[config.mk]
export PLATFORM = sky130hd
export DESIGN_NAME = hqm_aw_sram_2048x139_ctl
export DESIGN_NICKNAME = d
export VERILOG_FILES = /design/src/rtl/hqm_AW_sram_ctl_pkg.sv /design/src/rtl/hqm_AW_sram_ctl_arb2.sv /design/src/rtl/hqm_aw_sram_2048x139_ctl.sv
export SDC_FILE = /design/constraint.sdc
export NUM_CORES = 1
export LEC_CHECK = 0
export ABC_AREA = 1
export BUFFER_PORTS_ARGS = -buffer_cell sky130_fd_sc_hd__buf_2
export CORE_AREA = 5 5 339 341
export CTS_CLUSTER_DIAMETER = 120
export CTS_CLUSTER_SIZE = 10
export DETAILED_ROUTE_END_ITERATION = 8
export DIE_AREA = 0 0 344 346
export GPL_ROUTABILITY_DRIVEN = 0
export PLACE_DENSITY = 0.31
export SYNTH_ARGS = -nofsm -noshare
export SYNTH_HDL_FRONTEND = slang
export SYNTH_SLANG_ARGS = --single-unit
[constraint.sdc]
create_clock -name clk -period 1.55 [get_ports clk]
set_input_delay 0.155 -clock clk [delete_from_list [all_inputs] [get_ports clk]]
set_output_delay 0.155 -clock clk [all_outputs]
set_load 0.1 [all_outputs]
[src/rtl/hqm_AW_sram_ctl_pkg.sv]
// Shared types and default geometry for the 2048x139 SRAM controller.
package hqm_AW_sram_ctl_pkg;

    localparam int DEF_DEPTH  = 2048;
    localparam int DEF_AWIDTH = 11;
    localparam int DEF_DWIDTH = 139;

    // Controller power/init sequencing states
    typedef enum logic [2:0] {
        ST_OFF,
        ST_PWRUP,
        ST_ISOREL,
        ST_INIT,
        ST_RUN,
        ST_DRAIN,
        ST_PWRDN
    } state_t;

    // Requester identity carried with an in-flight read
    typedef enum logic {
        PORT_A = 1'b0,
        PORT_B = 1'b1
    } port_t;

endpackage

[src/rtl/hqm_AW_sram_ctl_arb2.sv]
// Two-way round-robin arbiter; the pointer remembers the last winner.
module hqm_AW_sram_ctl_arb2
    import hqm_AW_sram_ctl_pkg::*;
(
    input  logic       clk,
    input  logic       rst,
    input  logic [1:0] req,
    input  logic       enable,
    output logic [1:0] gnt
);

    port_t last_q, last_d;

    // Pick a winner: a lone requester wins, on conflict the one not granted last wins
    always_comb begin
        gnt    = 2'b00;
        last_d = last_q;
        if (enable) begin
            if (req[0] && (!req[1] || (last_q == PORT_B))) begin
                gnt    = 2'b01;
                last_d = PORT_A;
            end else if (req[1]) begin
                gnt    = 2'b10;
                last_d = PORT_B;
            end
        end
    end

    // Last-grant pointer; starts at B so A takes the first conflict
    always_ff @(posedge clk) begin
        if (rst) begin
            last_q <= PORT_B;
        end else begin
            last_q <= last_d;
        end
    end

endmodule

[src/rtl/hqm_aw_sram_2048x139_ctl.sv]
// Power sequencing, zero-init and two-port access control for the SRAM macro.
module hqm_aw_sram_2048x139_ctl
    import hqm_AW_sram_ctl_pkg::*;
#(
    parameter int DEPTH  = DEF_DEPTH,
    parameter int AWIDTH = DEF_AWIDTH,
    parameter int DWIDTH = DEF_DWIDTH
)(
    input  logic              clk,
    input  logic              rst,
    input  logic              a_req,
    input  logic              a_we,
    input  logic [AWIDTH-1:0] a_addr,
    input  logic [DWIDTH-1:0] a_wdata,
    input  logic              b_req,
    input  logic              b_we,
    input  logic [AWIDTH-1:0] b_addr,
    input  logic [DWIDTH-1:0] b_wdata,
    output logic              a_gnt,
    output logic              b_gnt,
    output logic              a_rvalid,
    output logic              b_rvalid,
    output logic [DWIDTH-1:0] a_rdata,
    output logic [DWIDTH-1:0] b_rdata,
    output logic              mem_re,
    output logic              mem_we,
    output logic [AWIDTH-1:0] mem_addr,
    output logic [DWIDTH-1:0] mem_wdata,
    input  logic [DWIDTH-1:0] mem_rdata,
    output logic              mem_pwr_enable_b,
    input  logic              mem_pwr_enable_b_ack,
    output logic              mem_isol_en,
    input  logic              pwr_down_req,
    output logic              init_done,
    output logic              busy
);

    // Init counter is one bit wider than the address
    localparam int CW = AWIDTH + 1;

    state_t            state_q, state_d;
    logic [CW-1:0]     cnt_q, cnt_d;
    logic              tag_vld_q, tag_vld_d;
    port_t             tag_q, tag_d;
    logic              a_rvalid_q, a_rvalid_d;
    logic              b_rvalid_q, b_rvalid_d;
    logic [DWIDTH-1:0] a_rdata_q, a_rdata_d;
    logic [DWIDTH-1:0] b_rdata_q, b_rdata_d;
    logic              arb_en;
    logic [1:0]        gnt;
    logic              init_last;

    // Grants only in RUN, and stop in the very cycle a power-down is requested
    assign arb_en = (state_q == ST_RUN) && !pwr_down_req && !rst;

    hqm_AW_sram_ctl_arb2 u_arb (
        .clk    (clk),
        .rst    (rst),
        .req    ({b_req, a_req}),
        .enable (arb_en),
        .gnt    (gnt)
    );

    assign a_gnt     = gnt[0];
    assign b_gnt     = gnt[1];
    assign init_last = (cnt_q == CW'(DEPTH - 1));

    // Next-state sequencing and init address counting
    always_comb begin
        state_d = state_q;
        cnt_d   = cnt_q;
        case (state_q)
            ST_OFF:    if (!pwr_down_req) state_d = ST_PWRUP;
            ST_PWRUP:  if (!mem_pwr_enable_b_ack) state_d = ST_ISOREL;
            ST_ISOREL: begin
                state_d = ST_INIT;
                cnt_d   = '0;
            end
            ST_INIT: begin
                cnt_d = cnt_q + CW'(1);
                if (init_last) begin
                    state_d = ST_RUN;
                    cnt_d   = '0;
                end
            end
            ST_RUN:    if (pwr_down_req) state_d = ST_DRAIN;
            ST_DRAIN:  if (!tag_vld_q) state_d = ST_PWRDN;
            ST_PWRDN:  if (mem_pwr_enable_b_ack) state_d = ST_OFF;
            default:   state_d = ST_OFF;
        endcase
    end

    // Macro-facing controls: power/isolation by state, access from init or the winner
    always_comb begin
        mem_pwr_enable_b = 1'b0;
        mem_isol_en      = 1'b0;
        mem_re           = 1'b0;
        mem_we           = 1'b0;
        mem_addr         = '0;
        mem_wdata        = '0;
        case (state_q)
            ST_OFF, ST_PWRDN: begin
                mem_pwr_enable_b = 1'b1;
                mem_isol_en      = 1'b1;
            end
            ST_PWRUP: mem_isol_en = 1'b1;
            ST_INIT: begin
                if (!rst) begin
                    mem_we   = 1'b1;
                    mem_addr = cnt_q[AWIDTH-1:0];
                end
            end
            ST_RUN: begin
                if (gnt[0]) begin
                    mem_we    = a_we;
                    mem_re    = !a_we;
                    mem_addr  = a_addr;
                    mem_wdata = a_wdata;
                end else if (gnt[1]) begin
                    mem_we    = b_we;
                    mem_re    = !b_we;
                    mem_addr  = b_addr;
                    mem_wdata = b_wdata;
                end
            end
            ST_ISOREL, ST_DRAIN: ;
            default: begin
                mem_pwr_enable_b = 1'b1;
                mem_isol_en      = 1'b1;
            end
        endcase
    end

    // Read tag pipe and response steering; rdata holds between reads
    always_comb begin
        tag_vld_d  = mem_re;
        tag_d      = gnt[1] ? PORT_B : PORT_A;
        a_rvalid_d = tag_vld_q && (tag_q == PORT_A);
        b_rvalid_d = tag_vld_q && (tag_q == PORT_B);
        a_rdata_d  = a_rvalid_d ? mem_rdata : a_rdata_q;
        b_rdata_d  = b_rvalid_d ? mem_rdata : b_rdata_q;
    end

    // State, counter, tag and response registers
    always_ff @(posedge clk) begin
        if (rst) begin
            state_q    <= ST_OFF;
            cnt_q      <= '0;
            tag_vld_q  <= 1'b0;
            tag_q      <= PORT_A;
            a_rvalid_q <= 1'b0;
            b_rvalid_q <= 1'b0;
            a_rdata_q  <= '0;
            b_rdata_q  <= '0;
        end else begin
            state_q    <= state_d;
            cnt_q      <= cnt_d;
            tag_vld_q  <= tag_vld_d;
            tag_q      <= tag_d;
            a_rvalid_q <= a_rvalid_d;
            b_rvalid_q <= b_rvalid_d;
            a_rdata_q  <= a_rdata_d;
            b_rdata_q  <= b_rdata_d;
        end
    end

    assign a_rvalid  = a_rvalid_q;
    assign b_rvalid  = b_rvalid_q;
    assign a_rdata   = a_rdata_q;
    assign b_rdata   = b_rdata_q;
    assign init_done = (state_q == ST_RUN);
    assign busy      = (state_q != ST_RUN) && (state_q != ST_OFF);

endmodule

### Yosys cells after proc, flatten, opt, wreduce, memory -nomap -nowiden

Index checks and enable logic that the tools add are counted.

| word-level totals | value |
|---|---|
| register bits | 298 |
| bits of input ports | 447 |
| output and inout port bits | 438 |
| logic and storage cells | 76 |

| operators by class | value |
|---|---|
| $add $sub $neg | 1 |
| eq/ne operators | 14 |
| multiplexer cells | 31 |
| bitwise gates (word level) | 1 |
| reduce and logical (&&, ||, !) cells | 20 |

Operators with widths:

| kind | count |
|---|---|
| 139-bit two-way mux | 3 |
| 11-bit two-way mux | 3 |
| 12-bit one-hot mux with 2 select lines | 1 |
| 11-bit one-hot mux with 2 select lines | 1 |
| 3-bit one-hot mux with 7 select lines | 1 |
| 3-bit two-way mux | 6 |
| 12-bit by 1-bit adder with 12-bit output, second input constant | 1 |
| 12-bit by 11-bit equality test with 1-bit output, second input constant | 1 |
| 12-bit two-way mux | 1 |
| 2-bit inequality test, second input constant | 6 |
| 1-bit two-way mux | 11 |
| 3-bit equality test, second input constant | 3 |
| 3-bit by 2-bit equality test with 1-bit output, second input constant | 2 |
| 1-bit logical AND | 6 |
| 2-bit two-way mux | 3 |
| 6-bit AND reduction | 1 |
| 1-bit logical NOT | 5 |
| 5-bit OR reduction | 1 |
| 2-bit nonzero test | 2 |
| 4-bit OR reduction | 1 |
| 3-bit by 1-bit equality test with 1-bit output, second input constant | 1 |
| 3-bit logical NOT | 1 |
| 3-bit inequality test, second input constant | 1 |
| 3-bit nonzero test | 1 |
| 4 further kinds | 4 |

### Depth between registers and ports, before layout

| logic depth | value |
|---|---|
| word-level depth | 8 |
| depth in mapped cells | 12 |
| mapped depth without buffers | 9 |

### Cells and area by module

A second synthesis with hierarchy kept.

| unflattened totals | value |
|---|---|
| cells, all modules | 1,874 |
| area total of the unflattened synthesis | 12,690.9 um^2 |

Modules (own cells, without submodules):

| module | instances | cells an instance | area an instance (um^2) | sequential area each (um^2) |
|---|---|---|---|---|
| hqm_aw_sram_2048x139_ctl | 1 | 1,864 | 12,632.1 | 5,945.7 |
| hqm_AW_sram_ctl_arb2 | 1 | 10 | 58.8 | 20.0 |

### Least setup slack after synthesis

No wires, ideal clock.

| timing | value |
|---|---|
| kind | flip-flop to output port |
| start point | register state_q[1] |
| end point | output port mem_pwr_enable_b |
| arrival time | 3.163 ns |
| data required time | 1.395 ns |
| path slack | -1.768 ns |
| stages on the path, launching flop included | 5 |
| buffers on the path | 0 |
| cells stage by stage | dfxtp_1 -> nor2_4 -> nand2_2 -> inv_1 -> nor3_1 |

| between the ends | value |
|---|---|
| cells in the longest elaborated chain, start to end | 3 |
| elaborated cells between the ends (all ways) | 7 |
| classes of those cells | 5 x eq/ne; 1 x mux; 1 x reduce/logical |

Ends and longest elaborated chain:

| element | RTL line | RTL |
|---|---|---|
| from (decl) | hqm_aw_sram_2048x139_ctl.sv:41 | `state_t state_q, state_d;` |
| from (signal assigned) | hqm_aw_sram_2048x139_ctl.sv:156 | `state_q <= state_d;` |
| 3-bit equality test | -- |  |
| net init_done | hqm_aw_sram_2048x139_ctl.sv:34 | `output logic init_done,` |
| 5-bit OR reduction (no line) | -- |  |
| 1-bit two-way mux | hqm_aw_sram_2048x139_ctl.sv:101 | `case (state_q)` |
| to (decl) | hqm_aw_sram_2048x139_ctl.sv:30 | `output logic mem_pwr_enable_b,` |

The timed path passes the listed nets, and every way through them passes these cells.

### Worst setup path in the final report

| timing | value |
|---|---|
| start point | register state_q[0] |
| end point | output port mem_wdata[108] |

| between the ends | value |
|---|---|
| cells in the longest elaborated chain, start to end | 7 |

Ends and longest elaborated chain:

| element | RTL line | RTL |
|---|---|---|
| 3-bit equality test (*) | hqm_aw_sram_2048x139_ctl.sv:54, hqm_aw_sram_2048x139_ctl.sv:101 |  |
| 1-bit logical AND (2 in a row) | hqm_aw_sram_2048x139_ctl.sv:54 | `assign arb_en = (state_q == ST_RUN) && !pwr_down_req && !rst;` |
| 2-bit two-way mux | hqm_AW_sram_ctl_arb2.sv:18 | `if (enable) begin` |
| 139-bit two-way mux | hqm_aw_sram_2048x139_ctl.sv:119 | `end else if (gnt[1]) begin` |
| 139-bit two-way mux | hqm_aw_sram_2048x139_ctl.sv:114 | `if (gnt[0]) begin` |
| 139-bit two-way mux (*) | hqm_aw_sram_2048x139_ctl.sv:101 |  |
| to (decl) | hqm_aw_sram_2048x139_ctl.sv:28 | `output logic [DWIDTH-1:0] mem_wdata,` |

Mark *: on every way between the ends. The rest lies on a longest branch, timed or not.

==> flow_summary.toml <==
[status]
status = "finished with violations"
violations = "negative setup slack"

[sta]
finalSetupViolCount = 158
finalCritPeriodShare_pct = 157.5
finClkSkew_ps = 21.16
relSlewSlack_pct = 63.61
worst_pin_slew_ps = 549.6
rsz0062_at_grt = "yes"
hold_violations = 0
fin_crit_ps = 2441
fmax_ghz = 0.4097
fin_ws_ps = -890.8
drv_slew = 0

[critical_path]
required_ps = 1390
critPathKind = "reg -> out"
slowest_stage = "dfxtp_2"
path_cells = "nor2_4 -> nand2_2 -> nor2_4 -> buf_4 -> nand4_4 -> inv_8 -> buf_12 -> buf_16 -> buf_12 -> nand2_2 -> nand2_8 -> buf_12"
critPathMaxStageDelay_ps = 330
cp-start-kind = "flip-flop"
crit_path_frequent_cell = "buf_12"
critPathArrivalTime_ps = 2290
setup.worst_path.end_class = "primary output"
critPathMaxFanout = 8

[flow_run]
cap_violations = 0

[yosys]
synth.most_common_cell = "nor2_1"
yosys-top-cells-count = "584 x nor2_1, 488 x nand2_1, 298 x dfxtp_1"
syn_area_sq_um = 12500
syn_nets = 2318
async_flop_share_pct = 0
synth-edff-count = 0
yosysWarningCount = 0
ys.flop_type = "dfxtp_1"
netlist.area_leader.share_pct = 47.71
postSynthCellCount = 1870
yosysTopAreaCell = "dfxtp_1"
synth_area_leaders = "dfxtp_1 48%, nor2_1 18%, nand2_1 15%"
yosysSeqAreaShare_pct = 47.71
syn_area_per_cell_sq_um = 6.686
ys_seq_elements = 298
ys_types = 28

[placed_design]
dp.cells = 4250
dp_hpwl_microns = 76170
port_buffers = 884

[floorplan]
die_area_sq_um = 119000
die_w_microns = 344
std_cell_rows = 123
start_util_pct = 11.21
io_pins = 885
fp.dieH_microns = 346
core_sq_um = 111600

[clocking]
cts_num_sinks = 298
cts_root_buf = "clkbuf_16"
cts_buffer_depth = 3
cts_tree = "done"
cts_max_level = 2
cts_buffers = 36
clk_pin_slew_ps = 60
insertion_delay_ps = 560

[min_path]
hold_path_class = "in -> reg"

[power]
power_mw = 20.39
vdd_drop_max_v = 0.0006166
p_leak_nw = 13.47
power.density_nw_per_um2 = 687.2

[drt]
dr.first_iter.drc_count = 462
vias = 16230
ant_nets = 0
routed_wl_microns = 93920
remaining_drc_errors = 0
wl_per_cell_microns = 20.95
viasPerCell = 3.620
dr.pass1.iters = 6

[grt]
first_global_vias = 17150
antenna_found_initial = 26
overflow = 0
track_usage_pct = 15.01
grt_pass1_wl_microns = 130300
grt_max_degree = 72

[layout]
final_cells = 4483
num-nets-final = 3417
final_layout_size_suffix_gt1_share_pct = 52.84
syn_to_final_growth_pct = 137.3
==> final cells by class <==
| cell class | count | area (sq um) |
|---|---|---|
| fillers | 12250 | 81900 |
| repair buffers | 1189 | 10710 |
| multi-input cells | 1419 | 9992 |
| flip-flops and latches | 298 | 5969 |
| well taps | 1500 | 1877 |
| clock buffers | 37 | 914.6 |
| inverters | 25 | 127.6 |
| clock inverters | 5 | 61.31 |
| diodes | 10 | 25.02 |
==> layout by cell type (no fill, tap or decap), types with 5 or more instances in the layout <==
| cell type | Yosys | layout |
|---|---|---|
| buf_2 | 9 | 627 |
| nor2_1 | 584 | 578 |
| dfxtp_1 | 298 | 295 |
| o21ai_0 | 280 | 278 |
| buf_12 | 0 | 201 |
| nand2_8 | 0 | 171 |
| nand2_2 | 1 | 168 |
| buf_4 | 18 | 156 |
| dlygate4sd3_1 | 0 | 141 |
| nand2_4 | 0 | 95 |
| nand2_1 | 488 | 55 |
| clkbuf_16 | 0 | 41 |
| clkbuf_4 | 0 | 21 |
| buf_6 | 9 | 18 |
| nand3_1 | 33 | 17 |
| nand3_4 | 0 | 14 |
| buf_16 | 0 | 14 |
| inv_1 | 21 | 13 |
| diode_2 | 0 | 10 |
| a21oi_1 | 11 | 9 |
| buf_8 | 0 | 6 |
| nand4_1 | 5 | 5 |
==> power breakdown <==
group,internal (mW),switching (mW),leakage (nW)
clock network,4.22,3.50,0.480
registers,7.77,0.0721,2.40
logic,1.85,2.98,10.6
==> kinds of logic after synthesis <==
family / after synthesis / synth area share (%)
and+or+nand+nor: 1117 / 34.18
AOI/OAI and AO/OA: 299 / 12.10
DFF: 298 / 47.71
buffers and inverters: 153 / 5.764
xor gates and xnor gates: 2 / 0.1401
adders and majority gates: 1 / 0.1001
==> worst max-delay path: cells and delay by family (launching register included) <==
kind	cells	cell delay (ps)
DFF	1	330
buffers and inverters	6	800
and+or+nand+nor	6	580
==> what timing repair did <==
action,in CTS,in global routing
hold buffers,141,0
pin swaps,29,32
gates cloned,10,5
setup buffers,25,17
endpoints found under the hold margin,279,0
setup endpoints to repair,237,192
gates resized for setup,302,191
==> registers in the layout (all words and copies together) (netlist names) <==
name / cells
tag_q: 1
cnt_q: 12
u_arb.last_q: 1
a_rvalid: 1
b_rvalid: 1
a_rdata: 139
tag_vld_q: 1
state_q: 3
b_rdata: 139
==> stage by stage <==
| stage | hold WS [ps] | area (sq um) | utilization [%] | setup WS [ps] | TNS (ps) |
|---|---|---|---|---|---|
| 6_report | 96.23 | 29670 | 26.59 | -890.8 | -127630 |
| 5_1_grt | 104.6 | 29660 | 26.58 | -1031 | -151310 |
| 4_1_cts | 83.19 | 28740 | 25.75 | -966.0 | -141270 |
| 3_5_place_dp | 396.2 | 24720 | 22.16 | -397.1 | -48390 |
| 3_3_place_gp | 396.0 | 24720 | 22.16 | -447.2 | -57140 |
| 2_1_floorplan | 289.9 | 15310 | - | -529.5 | -30430 |
==> metal layers <==
layer	GRT usage (%)	wire (microns)	up-vias
li1	-	-	8089
met1	16.49	35710	7426
met2	27.26	47230	574
met3	5.241	7990	120
met4	4.185	2864	20
met5	0	123	-
==> final timing paths <==
| check | start | end | slack (ps) | depth (start not counted) |
|---|---|---|---|---|
| worst max register to register | state_q[0] | tag_vld_q | -30 | 11 |
| worst max-delay path | state_q[0] | mem_wdata[108] | -890 | 12 |
| worst min register to register | b_rdata[3] | b_rdata[3] | 480 | 2 |
| worst min-delay path | rst | state_q[2] | 100 | 3 |
Note: power is estimated with default switching activity, not from simulation.
